$ cat config.mk
export PLATFORM = sky130hd
export DESIGN_NAME = program_loader_flat
export DESIGN_NICKNAME = d
export VERILOG_FILES = /design/src/rtl/program_loader_if.sv /design/src/rtl/program_loader.sv /design/src/flat_wrapper.sv
export SDC_FILE = /design/constraint.sdc
export NUM_CORES = 1
export LEC_CHECK = 0
export CORE_MARGIN = 3
export CORE_UTILIZATION = 56
export DETAILED_ROUTE_END_ITERATION = 16
export PLACE_DENSITY = 0.89
export SLEW_MARGIN = 40
export SYNTH_ARGS = -nofsm -noshare
export SYNTH_HDL_FRONTEND = slang
export SYNTH_SLANG_ARGS = --single-unit
$ cat constraint.sdc
create_clock -name clk -period 3.6 [get_ports clk]
set_input_delay 0.54 -clock clk [delete_from_list [all_inputs] [get_ports clk]]
set_output_delay 0.54 -clock clk [all_outputs]
set_load 0.05 [all_outputs]
$ cat src/rtl/program_loader_if.sv
// Boundary bundle of the program loader: byte stream in, instruction RAM writes
// and CPU control out. dbg_state mirrors the loader FSM for checkers.
interface program_loader_if;
    // A byte moves on a rising clk edge where rx_valid && rx_ready; the sender keeps
    // rx_data stable while rx_valid is high and not yet accepted, and rx_ready never
    // depends combinationally on rx_valid.
    logic        start;
    logic [7:0]  rx_data;
    logic        rx_valid;
    logic        rx_ready;
    logic        mem_we;
    logic [10:0] mem_addr;
    logic [15:0] mem_wdata;
    logic        cpu_rst;
    logic        busy;
    logic        done;
    logic        error;
    logic [3:0]  dbg_state;

    modport master (
        output start, rx_data, rx_valid,
        input  rx_ready, mem_we, mem_addr, mem_wdata, cpu_rst, busy, done, error, dbg_state
    );

    modport slave (
        input  start, rx_data, rx_valid,
        output rx_ready, mem_we, mem_addr, mem_wdata, cpu_rst, busy, done, error, dbg_state
    );
endinterface

$ cat src/rtl/program_loader.sv
// Loads a length-prefixed, checksummed word stream into the 2048x16 instruction RAM
// and releases the CPU from reset only after a clean load.
module program_loader #(
    parameter int unsigned TIMEOUT_CYCLES = 1000000
) (
    input  logic             clk,
    input  logic             rst,
    program_loader_if.slave  bus
);
    typedef enum logic [3:0] {
        IDLE, LEN_H, LEN_L, DATA_H, DATA_L, WRITE, CSUM, DONE, ERR
    } state_t;

    localparam int IDLE_W = $clog2(TIMEOUT_CYCLES + 1);

    state_t            state_q, state_d;
    logic [15:0]       len_q, len_d;
    logic [11:0]       addr_q, addr_d;
    logic [7:0]        hi_q, hi_d;
    logic [7:0]        lo_q, lo_d;
    logic [7:0]        csum_q, csum_d;
    logic [IDLE_W-1:0] idle_q, idle_d;

    logic        rx_ready;
    logic        accept;
    logic [15:0] len_full;
    logic [11:0] addr_next;

    assign rx_ready  = (state_q == LEN_H) || (state_q == LEN_L) || (state_q == DATA_H) ||
                       (state_q == DATA_L) || (state_q == CSUM);
    assign accept    = bus.rx_valid && rx_ready;
    assign len_full  = {len_q[15:8], bus.rx_data};
    assign addr_next = addr_q + 12'd1;

    always_comb begin
        state_d = state_q;
        len_d   = len_q;
        addr_d  = addr_q;
        hi_d    = hi_q;
        lo_d    = lo_q;
        csum_d  = csum_q;
        idle_d  = idle_q;

        case (state_q)
            IDLE, DONE, ERR: begin
                if (bus.start) begin
                    state_d = LEN_H;
                    addr_d  = 12'd0;
                    csum_d  = 8'd0;
                    idle_d  = '0;
                end
            end
            LEN_H: begin
                if (accept) begin
                    len_d[15:8] = bus.rx_data;
                    state_d     = LEN_L;
                end
            end
            LEN_L: begin
                if (accept) begin
                    len_d   = len_full;
                    state_d = (len_full == 16'd0 || len_full > 16'd2048) ? ERR : DATA_H;
                end
            end
            DATA_H: begin
                if (accept) begin
                    hi_d    = bus.rx_data;
                    csum_d  = csum_q + bus.rx_data;
                    state_d = DATA_L;
                end
            end
            DATA_L: begin
                if (accept) begin
                    lo_d    = bus.rx_data;
                    csum_d  = csum_q + bus.rx_data;
                    state_d = WRITE;
                end
            end
            WRITE: begin
                // 12-bit counter so a full 2048-word image ends at 2048 instead of wrapping.
                addr_d  = addr_next;
                state_d = ({4'd0, addr_next} < len_q) ? DATA_H : CSUM;
            end
            CSUM: begin
                if (accept) begin
                    state_d = (bus.rx_data == csum_q) ? DONE : ERR;
                end
            end
            default: state_d = IDLE;
        endcase

        // Stall watchdog: only ticks while waiting for a byte.
        if (rx_ready) begin
            if (accept) begin
                idle_d = '0;
            end else if (idle_q == IDLE_W'(TIMEOUT_CYCLES - 1)) begin
                state_d = ERR;
            end else begin
                idle_d = idle_q + IDLE_W'(1);
            end
        end
    end

    always_ff @(posedge clk) begin
        if (rst) begin
            state_q <= IDLE;
            len_q   <= 16'd0;
            addr_q  <= 12'd0;
            hi_q    <= 8'd0;
            lo_q    <= 8'd0;
            csum_q  <= 8'd0;
            idle_q  <= '0;
        end else begin
            state_q <= state_d;
            len_q   <= len_d;
            addr_q  <= addr_d;
            hi_q    <= hi_d;
            lo_q    <= lo_d;
            csum_q  <= csum_d;
            idle_q  <= idle_d;
        end
    end

    assign bus.rx_ready  = rx_ready;
    assign bus.mem_we    = (state_q == WRITE);
    assign bus.mem_addr  = addr_q[10:0];
    assign bus.mem_wdata = {hi_q, lo_q};
    assign bus.cpu_rst   = (state_q != DONE);
    assign bus.busy      = rx_ready || (state_q == WRITE);
    assign bus.done      = (state_q == DONE);
    assign bus.error     = (state_q == ERR);
    assign bus.dbg_state = state_q;
endmodule
$ cat src/flat_wrapper.sv
// flat-port wrapper written by rule: the top's interface ports become plain ports
module program_loader_flat 
#(
    parameter int unsigned TIMEOUT_CYCLES = 1000000
)
  (clk, rst, bus_start, bus_rx_data, bus_rx_valid, bus_rx_ready, bus_mem_we, bus_mem_addr, bus_mem_wdata, bus_cpu_rst, bus_busy, bus_done, bus_error, bus_dbg_state);
  program_loader_if bus_i ();
  input  logic clk;
  input  logic rst;
  input wire logic [$bits(bus_i.start)-1:0] bus_start;
  input wire logic [$bits(bus_i.rx_data)-1:0] bus_rx_data;
  input wire logic [$bits(bus_i.rx_valid)-1:0] bus_rx_valid;
  output wire logic [$bits(bus_i.rx_ready)-1:0] bus_rx_ready;
  output wire logic [$bits(bus_i.mem_we)-1:0] bus_mem_we;
  output wire logic [$bits(bus_i.mem_addr)-1:0] bus_mem_addr;
  output wire logic [$bits(bus_i.mem_wdata)-1:0] bus_mem_wdata;
  output wire logic [$bits(bus_i.cpu_rst)-1:0] bus_cpu_rst;
  output wire logic [$bits(bus_i.busy)-1:0] bus_busy;
  output wire logic [$bits(bus_i.done)-1:0] bus_done;
  output wire logic [$bits(bus_i.error)-1:0] bus_error;
  output wire logic [$bits(bus_i.dbg_state)-1:0] bus_dbg_state;
  assign bus_i.start = bus_start;
  assign bus_i.rx_data = bus_rx_data;
  assign bus_i.rx_valid = bus_rx_valid;
  assign bus_rx_ready = bus_i.rx_ready;
  assign bus_mem_we = bus_i.mem_we;
  assign bus_mem_addr = bus_i.mem_addr;
  assign bus_mem_wdata = bus_i.mem_wdata;
  assign bus_cpu_rst = bus_i.cpu_rst;
  assign bus_busy = bus_i.busy;
  assign bus_done = bus_i.done;
  assign bus_error = bus_i.error;
  assign bus_dbg_state = bus_i.dbg_state;
  program_loader #(.TIMEOUT_CYCLES(TIMEOUT_CYCLES)) u_core (.clk(clk), .rst(rst), .bus(bus_i));
endmodule
Word-level counts from Yosys, hierarchy flattened
Index checks and enable logic that the tools add are counted.
{"block": "word_totals", "register_bits": 76, "latch_bits": 0, "ram_bits": 0, "romBits": 0, "inputBits": 12, "out_inout_bits": 37, "word_cells": 71, "mem_count": 0}
{"block": "op_classes", "addsub": 3, "multipliers": 0, "div_mod_pow": 0, "n_lt_le_gt_ge": 2, "eq_ne": 13, "shift": 0, "mux": 25, "bitwise_logic": 1, "reduce_logical": 19}
{"operator": "$mux W20", "count": 5}
{"operator": "$mux W4", "count": 11}
{"operator": "$pmux W8 S2", "count": 2}
{"operator": "$pmux W4 S7", "count": 1}
{"operator": "$mux W8", "count": 3}
{"operator": "$pmux W12 S2", "count": 1}
{"operator": "$add A20 B1 Y20 const B", "count": 1}
{"operator": "$eq A20 B20 Y1 const B", "count": 1}
{"operator": "$eq A4 B3 Y1 const B", "count": 4}
{"operator": "$gt A16 B12 Y1 const B", "count": 1}
{"operator": "$logic_not A16 Y1", "count": 1}
{"operator": "$lt A12 B16 Y1", "count": 1}
{"operator": "$add A12 B1 Y12 const B", "count": 1}
{"operator": "$mux W12", "count": 1}
{"operator": "$add A8 B8 Y8", "count": 1}
{"operator": "$eq A4 B2 Y1 const B", "count": 2}
{"operator": "$eq A8 B8 Y1", "count": 1}
{"operator": "$reduce_and A2 Y1", "count": 4}
{"operator": "$logic_or A1 B1 Y1", "count": 6}
{"operator": "$reduce_and A3 Y1", "count": 2}
{"operator": "$eq A4 B1 Y1 const B", "count": 1}
{"operator": "$eq A4 B4 Y1 const B", "count": 1}
{"operator": "$logic_not A4 Y1", "count": 1}
{"operator": "$ne A4 B3 Y1 const B", "count": 1}
{"operator": "8 further kinds", "count": 9}

Logic depth before layout (Yosys ltp)
{"block": "logic_depth", "word_depth": 11, "mapped_depth": 11}

Worst setup path before layout
OpenSTA, ideal clock, no wires.
{"block": "synth_timing", "path_kind": "reg-to-reg", "start": "register u_core.state_q[2] (netlist: u_core.bus.dbg_state[2])", "end": "register u_core.addr_q[7]", "setup_time_ns": 0.128, "arrival_time_ns": 2.871, "path_slack_ns": 0.601, "path_stages_with_launch": 10, "path_buffers": 1, "cell_sequence": "dfxtp_1 clkbuf_1 nor2b_1 nand2_1 inv_1 o21ai_0 nand2_1 o21ai_0 a22oi_1 nor2_1"}
{"block": "synth_via", "elab_chain_len": 4, "word_cells_on_any_way": 9, "cone_classes": "eq/ne: 4; mux: 1; reduce/logical: 4"}
{"element": "start, declared", "line": "program_loader.sv:16", "source": "state_t state_q, state_d;"}
{"element": "start signal, assigned", "line": "program_loader.sv:114", "source": "state_q <= state_d;"}
{"element": "$eq A4 B3 Y1 *"}
{"element": "named net bus_done", "line": "flat_wrapper.sv:19", "source": "output wire logic [$bits(bus_i.done)-1:0] bus_done;"}
{"element": "$reduce_or A3 Y1 *", "line": "program_loader.sv:44", "source": "case (state_q)"}
{"element": "$ne A2 B2 Y1 (no source line) / $reduce_bool A2 Y1 (equally long branches)"}
{"element": "$reduce_and A2 Y1 (no source line)"}
{"element": "end signal, assigned", "line": "program_loader.sv:116", "source": "addr_q <= addr_d;"}
{"element": "end, declared", "line": "program_loader.sv:18", "source": "logic [11:0] addr_q, addr_d;"}
Mark *: on every way through the listed nets, which the timed path passes. The rest lies on a longest branch.
A chain may end at the register's enable or synchronous reset.

Final worst setup path
{"block": "layout_timing", "start": "register u_core.state_q[2] (netlist: u_core.bus.dbg_state[2])", "end": "output port bus_mem_we"}
{"block": "layout_via", "elab_chain_len": 1}
{"element": "$eq A4 B3 Y1", "line": "program_loader.sv:125", "source": "assign bus.mem_we = (state_q == WRITE);"}
{"element": "end, declared", "line": "flat_wrapper.sv:14", "source": "output wire logic [$bits(bus_i.mem_we)-1:0] bus_mem_we;"}
No other way between the ends.

==> results.py <==
metrics = {
    "clock_tree": {
        "path_clk_slew_ns": 0.08,
        "cts_tree": "done",
        "cts_buffer_depth": 2,
        "cts_max_level": 3,
        "root_buffer": "clkbuf_8",
        "clk_latency_ns": 0.36,
        "cts_setup_buffers": 0,
        "hold_buffers": 0,
        "cts_inserted_buffers": 9,
        "cts.sinks": 76,
        "cts_resized": 0,
    },
    "routing": {
        "vias": 3800,
        "drt-total-wl_um": 10100,
        "antenna_left": 0,
        "wl_per_cell_um": 15.4,
        "drc": 0,
        "dr.pass1.iters": 6,
        "via_per_inst": 5.82,
        "drt-initial-drc-count": 350,
    },
    "die": {
        "die-area_um2": 8600,
        "die_h_um": 92.7,
        "ios": 49,
        "rows": 30,
        "floorplan.initialDensity": 0.597,
        "core-area_um2": 7060,
        "die_x_um": 92.7,
    },
    "sta": {
        "hold_slack_ns": 0.469,
        "maxSlewViolCount": 0,
        "slew_headroom": 0.526,
        "finClkSkew_ns": 0.0133,
        "min_period_ns": 3.16,
        "worst_pin_slew_ns": 0.703,
        "min_period_over_period": 0.878,
        "finalHoldViolations": 0,
        "rsz0062_at_grt": "no",
        "max_freq_mhz": 316,
        "setup_violations": 0,
        "setup_tns_ns": 0,
    },
    "synth": {
        "synth-edff-count": 0,
        "yosysWarnings": 0,
        "netlist_area_um2": 4210,
        "synth_cell_type_count": 54,
        "synth.yosys.seq_area_share": 0.361,
        "ys.flop_type": "dfxtp_1",
        "postSynthAreaPerCell_um2": 8.11,
        "synth_nets": 552,
        "synth_cells": 519,
        "ys_async_sr_fraction": 0,
        "ys_ff_latch": 76,
    },
    "pwr": {
        "vdd.ir_drop.worst_uv": 222,
        "power.density_nw_per_um2": 355,
        "leakagePower_nw": 2.04,
    },
    "global_route": {
        "grt_use_met1": 0.303,
        "antenna_found_initial": 0,
        "grt_pass1_vias": 3668,
        "grt_busiest_layer": "met2",
        "overflow": 0,
        "grtUsageTotal": 0.241,
        "gr-usage-met3": 0.0496,
        "use_met2": 0.407,
        "grt_pass1_wl_um": 16700,
        "grt_max_degree": 43,
    },
    "run_status": {
        "status": "complete, no violations",
    },
    "worst_setup_path": {
        "worst_r2r_endpoint": "u_core.bus.dbg_state[0]",
        "r2r_slack_ns": 0.58,
        "ff2ff_path_depth": 11,
        "worstPathMaxFanout": 22,
        "cp.arrival_ns": 2.62,
        "crit_start": "u_core.bus.dbg_state[2]",
        "critPathLaunchType": "flip-flop",
        "critical_path_class": "reg -> out",
        "r2r_start": "u_core.addr_q[0]",
        "required_ns": 3.06,
        "cp-end-kind": "output pin",
        "setup.worst_path.end": "bus_mem_we",
    },
    "placed_design": {
        "portBuffers": 48,
        "hpwlAfterDp_um": 7040,
        "gp_congestion": 0.929,
    },
    "layout": {
        "antenna_cells": 0,
        "num-nets-final": 585,
        "drive_gt1_frac": 0.0575,
        "area_growth_syn_to_layout_pct": 16.3,
    },
    "min_path": {
        "hold_path.class": "reg -> reg",
    },
    "flow_run": {
        "max_cap_viol_count": 0,
    },
}
-- sequential cells by signal (all words and copies together) (netlist names) --
| signal | cells |
|---|---|
| u_core.lo_q | 8 |
| u_core.hi_q | 8 |
| u_core.len_q | 16 |
| u_core.addr_q | 12 |
| u_core.csum_q | 8 |
| u_core.idle_q | 20 |
| u_core.bus.dbg_state | 4 |
-- worst min path at each step --
stage | from | endpoint | slack, ns | cells past startpoint
floorplan | u_core.idle_q[18] | u_core.idle_q[18] | 0.42 | 1
global placement | u_core.idle_q[18] | u_core.idle_q[18] | 0.44 | 1
detailed placement | u_core.idle_q[18] | u_core.idle_q[18] | 0.45 | 1
CTS | u_core.idle_q[18] | u_core.idle_q[18] | 0.47 | 1
global route | u_core.idle_q[18] | u_core.idle_q[18] | 0.48 | 1
finish | u_core.idle_q[18] | u_core.idle_q[18] | 0.47 | 1
-- layout by cell type, fill, tap and decap left out, types with 11 or more instances in the layout --
cell / n
inv_1: 25
nor2_1: 93
ha_1: 20
dfxtp_1: 76
xnor2_1: 18
clkdlybuf4s50_1: 47
xor2_1: 11
nor3_1: 13
mux2i_1: 30
nand2_1: 36
a21oi_1: 29
nand3_1: 20
o21ai_0: 21
-- through the flow --
step	setup WS, ns	instance area, um^2	power, mW	util	cells
floorplan	0.601	4210	0.991	-	519
global placement	0.798	4680	1.05	0.663	637
detailed placement	0.627	4680	1.05	0.663	637
CTS	0.456	4900	1.74	0.694	653
global route	0.325	4900	1.79	0.694	653
finish	0.438	4900	1.74	0.694	653
-- logic make-up after synthesis --
family / synth area share
adder cells (fa/ha/maj): 0.0642
buffers and inverters: 0.0618
multiplexers: 0.0793
AO/OA/AOI/OAI: 0.148
XOR/XNOR: 0.0603
flip-flops: 0.361
AND/OR/NAND/NOR: 0.225
-- per-layer routing --
layer	up-vias	part of all wire	wire, um
li1	1863	-	-
met1	1789	0.44	4400
met2	130	0.49	4890
met3	18	0.056	567
met4	0	0.019	193
met5	-	0	0
-- cell usage after synthesis, drive strengths merged, types with 11 or more instances --
master,number,share of area
xnor2,18,0.037
nand2,36,0.032
xor2,11,0.023
a21oi,29,0.034
o21ai,21,0.025
mux2i,30,0.071
nand3,20,0.024
nor2,93,0.083
ha,20,0.059
dfxtp,76,0.36
clkbuf,17,0.015
buf,14,0.024
inv,25,0.022
nor3,13,0.015
-- worst max-delay path, stage by stage (launching register included) --
cell and delay (ns):
dfxtp_1 0.58, nor2b_1 0.34, nand2_1 0.09, buf_4 0.21
inv_1 0.20, clkdlybuf4s50_1 0.84
-- power breakdown --
| part | internal, mW | total (mW) | switching [mW] |
|---|---|---|---|
| Sequential | 0.847 | 0.855 | 0.00829 |
| Combinational | 0.0624 | 0.182 | 0.120 |
| Clock | 0.337 | 0.699 | 0.362 |
| Total | 1.25 | 1.74 | 0.490 |
-- layout make-up --
| type | count | area [um^2] |
|---|---|---|
| Inverter | 25 | 93.8 |
| Clock inverter | 7 | 90.1 |
| Sequential cell | 76 | 1520 |
| Fill cell | 560 | 2160 |
| Tap cell | 96 | 120 |
| Clock buffer | 9 | 124 |
| Multi-Input combinational cell | 387 | 2430 |
| Timing Repair Buffer | 53 | 513 |
Power figures use the tool's default switching activity.
